--- src/rtl/lsu_pkg.sv ---
// Shared definitions for the load/store controller and the data memory:
// dm_type access codes and the controller FSM state encoding.
package lsu_pkg;

  localparam logic [2:0] DMT_W  = 3'b000;
  localparam logic [2:0] DMT_H  = 3'b100;
  localparam logic [2:0] DMT_HU = 3'b101;
  localparam logic [2:0] DMT_B  = 3'b110;
  localparam logic [2:0] DMT_BU = 3'b111;

  typedef enum logic [1:0] {
    ST_IDLE = 2'd0,
    ST_HOLD = 2'd1,
    ST_RESP = 2'd2
  } state_t;

  function automatic logic type_known(input logic [2:0] dtype);
    return (dtype == DMT_W) || dtype[2];
  endfunction

endpackage

--- src/rtl/lsu_align_chk.sv ---
// Combinational legality/alignment check for one memory request.
// LSU_MISALIGN_TRAP_EN makes misaligned accesses illegal; otherwise the address is force-aligned.
module lsu_align_chk
  import lsu_pkg::*;
(
  input  logic        we,
  input  logic [2:0]  dtype,
  input  logic [31:0] addr,
  output logic        illegal,
  output logic [31:0] masked_addr
);

  logic bad_type;
  logic misaligned;

  always_comb begin
    bad_type    = !type_known(dtype) || (we && (dtype == DMT_HU || dtype == DMT_BU));
    misaligned  = ((dtype == DMT_H || dtype == DMT_HU) && addr[0]) ||
                  ((dtype == DMT_W) && (addr[1:0] != 2'b00));
    masked_addr = addr;
`ifdef LSU_MISALIGN_TRAP_EN
    illegal     = bad_type || misaligned;
`else
    illegal     = bad_type;
    if (misaligned) begin
      if (dtype == DMT_W) masked_addr[1:0] = 2'b00;
      else                masked_addr[0]   = 1'b0;
    end
`endif
  end

endmodule

--- src/rtl/lsu_ctrl.sv ---
// Load/store unit controller: one outstanding data-memory access, held for WAIT_CYCLES.
// Misalignment handling depends on LSU_MISALIGN_TRAP_EN (see lsu_align_chk).
//
//  state   | meaning
//  --------+---------------------------------------------------------
//  ST_IDLE | req_ready high, waiting for a request
//  ST_HOLD | memory access driven stable, down-counter running
//  ST_RESP | response presented until rsp_ready
module lsu_ctrl
  import lsu_pkg::*;
#(
  parameter int WAIT_CYCLES = 5
) (
  input  logic        clk,
  input  logic        reset,
  input  logic        req_valid,
  output logic        req_ready,
  input  logic        req_we,
  input  logic [2:0]  req_type,
  input  logic [31:0] req_addr,
  input  logic [31:0] req_wdata,
  output logic        dm_w,
  output logic [2:0]  dm_type,
  output logic [31:0] a1,
  output logic [31:0] wd,
  input  logic [31:0] rd1,
  output logic        rsp_valid,
  input  logic        rsp_ready,
  output logic [31:0] rsp_rdata,
  output logic        rsp_err
);

  localparam int                 CNT_W    = $clog2(WAIT_CYCLES + 1);
  localparam logic [CNT_W-1:0]   CNT_LOAD = CNT_W'(WAIT_CYCLES - 1);

  state_t            state, state_nxt;
  logic [CNT_W-1:0]  cnt;
  logic              we_q;
  logic [2:0]        type_q;
  logic [31:0]       addr_q, wdata_q;
  logic              illegal;
  logic [31:0]       masked_addr;
  logic              accept;

  lsu_align_chk u_chk (
    .we          (req_we),
    .dtype       (req_type),
    .addr        (req_addr),
    .illegal     (illegal),
    .masked_addr (masked_addr)
  );

  assign accept = req_valid && req_ready;

  always_ff @(posedge clk or negedge reset) begin
    if (!reset) state <= ST_IDLE;
    else        state <= state_nxt;
  end

  always_comb begin
    state_nxt = state;
    case (state)
      ST_IDLE: if (accept) state_nxt = illegal ? ST_RESP : ST_HOLD;
      ST_HOLD: if (cnt == '0) state_nxt = ST_RESP;
      ST_RESP: if (rsp_ready) state_nxt = ST_IDLE;
      default: state_nxt = ST_IDLE;
    endcase
  end

  // req_ready is gated by reset so nothing can be offered while reset is held
  always_comb begin
    req_ready = (state == ST_IDLE) && reset;
    dm_w      = (state == ST_HOLD) && we_q;
    rsp_valid = (state == ST_RESP);
  end

  always_ff @(posedge clk or negedge reset) begin
    if (!reset) begin
      cnt       <= '0;
      we_q      <= 1'b0;
      type_q    <= DMT_W;
      addr_q    <= '0;
      wdata_q   <= '0;
      rsp_rdata <= '0;
      rsp_err   <= 1'b0;
    end else if (accept) begin
      we_q      <= req_we;
      type_q    <= req_type;
      addr_q    <= masked_addr;
      wdata_q   <= req_wdata;
      cnt       <= illegal ? '0 : CNT_LOAD;
      rsp_rdata <= '0;
      rsp_err   <= illegal;
    end else if (state == ST_HOLD) begin
      if (cnt == '0) begin
        if (!we_q) rsp_rdata <= rd1;
      end else begin
        cnt <= cnt - 1'b1;
      end
    end
  end

  assign a1      = addr_q;
  assign dm_type = type_q;
  assign wd      = wdata_q;

endmodule

--- config.mk ---
export PLATFORM = sky130hd
export DESIGN_NAME = lsu_ctrl
export DESIGN_NICKNAME = d
export VERILOG_FILES = /design/src/rtl/lsu_pkg.sv /design/src/rtl/lsu_align_chk.sv /design/src/rtl/lsu_ctrl.sv
export SDC_FILE = /design/constraint.sdc
export NUM_CORES = 1
export LEC_CHECK = 0
export CAP_MARGIN = 5
export CORE_UTILIZATION = 44
export CTS_CLUSTER_DIAMETER = 60
export DETAILED_ROUTE_END_ITERATION = 16
export GPL_TIMING_DRIVEN = 0
export PLACE_DENSITY = 0.85
export SLEW_MARGIN = 20
export SYNTH_ARGS = -nofsm -noshare
export SYNTH_HDL_FRONTEND = slang
export SYNTH_SLANG_ARGS = --single-unit
--- constraint.sdc ---
create_clock -name clk -period 3.15 [get_ports clk]
set_clock_uncertainty 0.1 [all_clocks]
set_input_delay 0.63 -clock clk [delete_from_list [all_inputs] [get_ports clk]]
set_output_delay 0.63 -clock clk [all_outputs]
set_load 0.01 [all_outputs]
==> Word level (Yosys, flattened, before mapping) <==
Index checks and enable logic that the tools add are counted.
{ "totals": {"output_inout_bits": 103, "in_bits": 104, "wordCells": 55, "regBits": 106} }
{ "op_classes": {"n_addsub": 1, "eq_ne": 10, "n_reduce_logical": 21, "mux": 15} }
{ "op_table": {"columns": ["op", "count"], "rows": [
  ["32-bit 2-to-1 mux", 4],
  ["3-bit 2-to-1 mux", 4],
  ["2-bit 2-to-1 mux", 5],
  ["3-bit equality test (second input constant)", 3],
  ["1-bit logical AND", 6],
  ["3-bit logical NOT", 2],
  ["2-bit by 1-bit != test with 1-bit output (second input constant)", 3],
  ["2-bit one-hot mux with 3 select lines", 1],
  ["3-bit AND reduction", 2],
  ["2-bit nonzero test", 3],
  ["1-bit logical OR", 5],
  ["2-bit != test (second input constant)", 2],
  ["3-bit by 1-bit subtractor with 3-bit output (second input constant)", 1],
  ["2-bit by 1-bit equality test with 1-bit output (second input constant)", 1],
  ["2-bit equality test (second input constant)", 1],
  ["2-bit logical NOT", 1],
  ["2-bit AND reduction", 1],
  ["1-bit logical NOT", 1],
  ["1-bit 2-to-1 mux", 1]
]} }

==> Depth between registers and ports, before layout <==
{ "depth": {"word_depth": 7, "depth_mapped": 6, "ltp_nobuf": 5} }

==> Modules after synthesis <==
Synthesis repeated with hierarchy kept, for this count alone.
{ "unflattened": {"hier_cells": 318, "hier_area_um2": 4583.1} }
{ "modules_own_cells": {"columns": ["module", "seq_area_each_um2", "instances", "cells_per_inst", "area_per_inst_um2"], "rows": [
  ["lsu_ctrl", 2652.5, 1, 282, 4322.9],
  ["lsu_align_chk", 0.0, 1, 36, 260.2]
]} }

==> Worst setup path before layout <==
Ideal clock, no wire load.
{ "synth_path": {"path_kind": "input-to-reg", "from": "input req_valid", "to": "register addr_q[12], in the netlist a1[12]", "path_stages": 5, "setup_ns": 0.125, "path_buffers": 3, "required_time_ns": 2.925, "arrival_time_ns": 1.544, "path_slack_ns": 1.381, "path_cell_list": "and4bb_1 > buf_2 > buf_6 > buf_6 > mux2_4"} }
{ "synth_between": {"elab_chain_cells": 1} }
{ "synth_rtl": {"columns": ["element", "line", "rtl"], "rows": [
  ["start, declared", "lsu_ctrl.sv:16", "input logic req_valid,"],
  ["1-bit logical AND", "lsu_ctrl.sv:53", "assign accept = req_valid && req_ready;"],
  ["end signal, assigned", "lsu_ctrl.sv:89", "addr_q <= masked_addr;"],
  ["end, declared", "lsu_ctrl.sv:40", "logic [31:0] addr_q, wdata_q;"]
]} }
Every way passes these cells.
A chain may end at the register's enable or synchronous reset.

==> Worst setup path after layout <==
{ "layout_path": {"from": "input reset", "to": "output req_ready"} }
{ "layout_between": {"elab_chain_cells": 1} }
{ "layout_rtl": {"columns": ["element", "line", "rtl"], "rows": [
  ["start, declared", "lsu_ctrl.sv:15", "input logic reset,"],
  ["1-bit logical AND", "lsu_ctrl.sv:72", "req_ready = (state == ST_IDLE) && reset;"],
  ["end, declared", "lsu_ctrl.sv:17", "output logic req_ready,"]
]} }
Every way passes these cells.

==> summary.md <==
| Metric | Value |
|---|---|
| Total gr overflow | 0 |
| Via count | 3,085 |
| Post-DP Area | 6600 um^2 |
| Syn Inst Count | 291 |
| TritonCTS clock tree | yes |
| Initial antenna violation count | 0 |
| DR iter-0 viols | 42 |
| WHS | 0.0965 ns |
| Starting density of the core | 0.462 |
| # IOs | 207 |
| WP data required | 2.42 ns |
| Max IR drop VDD | 0.000482 V |
| PD cells | 903 nW/um^2 |
| Slew HR | 0.691 |
| First-pass GRT wire length | 16,600 um |
| Hold/Removal Path Class | input pin to asynchronous set/reset pin |
| Synth Flop Type | dfrtp_1 |
| Antenna-violating nets left | 0 |
| Fill count | 659 |
| Gpl congestion | 0.682 |
| Reg2Reg Depth | 6 |
| Total setup buffers inserted after CTS | 0 |
| Site row count | 35 |
| Most frequent standard cell in the layout excluding fill and tap cells | clkdlybuf4s50_1 |
| Final core occ | 0.723 |
| Clock slew seen by the registers of the worst setup and hold paths | 0.10 ns |
| Measured slew at the worst slew-check pin | 0.463 ns |
| CTS Buf Count | 9 |
| Reg-to-reg endpoint | rsp_rdata[21] |
| Detailed Routing Iterations Pass 1 | 4 |
| H-tree depth | 3 |
| Register area share after synthesis | 0.610 |
| Die ar. | 10,300 um^2 |
| Leakage power | 2.96 nW |
| DPL Wire Length | 7780 um |
| Fin crit share | 0.924 |
| Design Area, Final | 6800 um^2 |
| Core ar. | 9420 um^2 |
| Mean area per synthesized cell | 14.9 um^2 |
| Antenna Cells | 0 |
| Maxcap violations | 0 |
| Yosys reg bits | 106 |
| Crit end category | output pin |
| All-Layer GR Usage | 0.210 |
| Area contributors post-synth | dfrtp_1 (61%), mux2_2 (23%), nor2b_1 (5.3%), mux2_4 (3.5%), buf_2 (1.0%) |
| Critical path, cell by cell | buf_8 -> buf_16 -> nor3b_1 -> clkdlybuf4s50_1 |
| Die Width | 101 um |
| Multi-input logic area | 1580 um^2 |
| Post-synth top area share | 0.610 |
| Area Growth Syn to Fin | 56.4% |
| Largest area contributor in the synthesized netlist | dfrtp_1 |
| Layout Nets | 615 |
| Slew Limit Fails | 0 |
| Register-to-register setup slack | 1.18 ns |
| CTS root buf | clkbuf_8 |
| Final Hold Viols | 0 |
| Library cells used by synthesis | 28 |
| CP top delay family | buffers and inverters |
| Status | finished clean |
| Most frequent cells in the layout | clkdlybuf4s50_1 (205), dfrtp_1 (106), mux2_2 (88) |
| Critical path's largest stage delay | 0.60 ns |
| Register area | 2650 um^2 |
| RSZ-0062 raised after global routing | false |
| Fmax | 0.344 GHz |
| EDFF count, synth | 0 |
| Final setup violation count | 0 |
| Residual DRC | 0 |
| Worst R2R Start | cnt[0] |
| Vias in the first global route | 3,384 |
| Layout cells sized above 1 | 0.257 |
| Startpoint types | input pin |
| Routed WL | 10,400 um |
| Clock Tree Buf Depth | 2 |
| WP data arrival | 2.18 ns |
| Tmin final | 2.91 ns |
| I/O Buffers | 206 |
| Slowest cell on the critical path | clkdlybuf4s50_1 |
| Clk_lat worst skew | 0.35 ns |
| Max Fanout on Critical Path | 61 |
| Ys async rst share | 1.00 |
| Die Y-Extent | 101 um |
| Buf/Inv on CP | 3 |
| Drt wl/cell | 16.2 um |
| Syn nets | 397 |
| Maximum number of pins on one net before global-route repair | 62 |
| Ys Warns | 0 |
| CTS Sinks | 106 |
| Synth Cell Area | 4350 um^2 |
| WS Path Type | input pin to output pin |
| Via density | 4.80 |
==> repair_timing <==
item                       CTS  global route
setup endpoints to repair    0             1
resized for setup            0             2
hold buffers                 0             0
==> sequential cells by signal, summed over array words and instances, names as in the netlist <==
| name | cells |
|---|---|
| a1 | 32 |
| rsp_rdata | 32 |
| wd | 32 |
| cnt | 3 |
| dm_type | 3 |
| state | 2 |
| rsp_err | 1 |
| we_q | 1 |
==> worst max-delay path by stage <==
stage / depth (start not counted) / to / startpoint / slack, ns
floorplan: 5 / a1[12] / req_valid / 1.38
global placement: 3 / req_ready / reset / -3.15
detailed placement: 4 / req_ready / reset / 0.10
CTS: 4 / req_ready / reset / 0.08
global route: 4 / req_ready / reset / 0.05
finish: 4 / req_ready / reset / 0.24
==> logic make-up after synthesis <==
| kind of cell | share of synthesized area |
|---|---|
| adder cells (fa/ha/maj) | 0.00575 |
| buffers and inverters | 0.0276 |
| flip-flops | 0.610 |
| AND/OR/NAND/NOR | 0.0716 |
| AO/OA/AOI/OAI | 0.0227 |
| multiplexers | 0.262 |
==> cell usage after synthesis, drive strengths merged (2+ instances only) <==
master,count
dfrtp,106
mux2,98
nor2b,37
buf,15
inv,5
o21ai,5
a21oi,4
nand2b,3
ha,2
==> cell type report <==
cell class | instances | share of cell area
Buffer | 15 | 0.0149
Clock buffer | 9 | 0.0182
Clock inverter | 7 | 0.0110
Inverter | 5 | 0.00276
Multi-Input combinational cell | 165 | 0.232
Sequential cell | 106 | 0.390
Tap cell | 129 | 0.0237
Timing Repair Buffer | 207 | 0.308
==> through the flow <==
stage	setup WS (ns)	TNS, ns	std cells	total power (W)
2_1_floorplan	1.38	0	291	0.00365
3_3_place_gp	-3.15	-596.71	626	0.00523
3_5_place_dp	0.103	0	627	0.00534
4_1_cts	0.0796	0	643	0.00621
5_1_grt	0.0514	0	643	0.00651
6_report	0.240	0	643	0.00614
==> power breakdown <==
| part | total (W) | leakage [nW] | internal, W | switching (W) |
|---|---|---|---|---|
| combinational | 0.00296 | 1.54 | 0.00189 | 0.00107 |
| clock | 0.000846 | 0.104 | 0.000376 | 0.000470 |
| sequential | 0.00234 | 1.32 | 0.00201 | 0.000334 |
==> routing by layer <==
| layer | track usage | vias up | wire length (um) |
|---|---|---|---|
| met2 | 0.368 | 121 | 5370 |
| met3 | 0.0607 | 15 | 789 |
| li1 | - | 1437 | - |
| met1 | 0.246 | 1512 | 4080 |
| met5 | 0 | - | 0 |
| met4 | 0.0713 | 0 | 167 |
No activity file was read; power rests on OpenSTA's default activity.
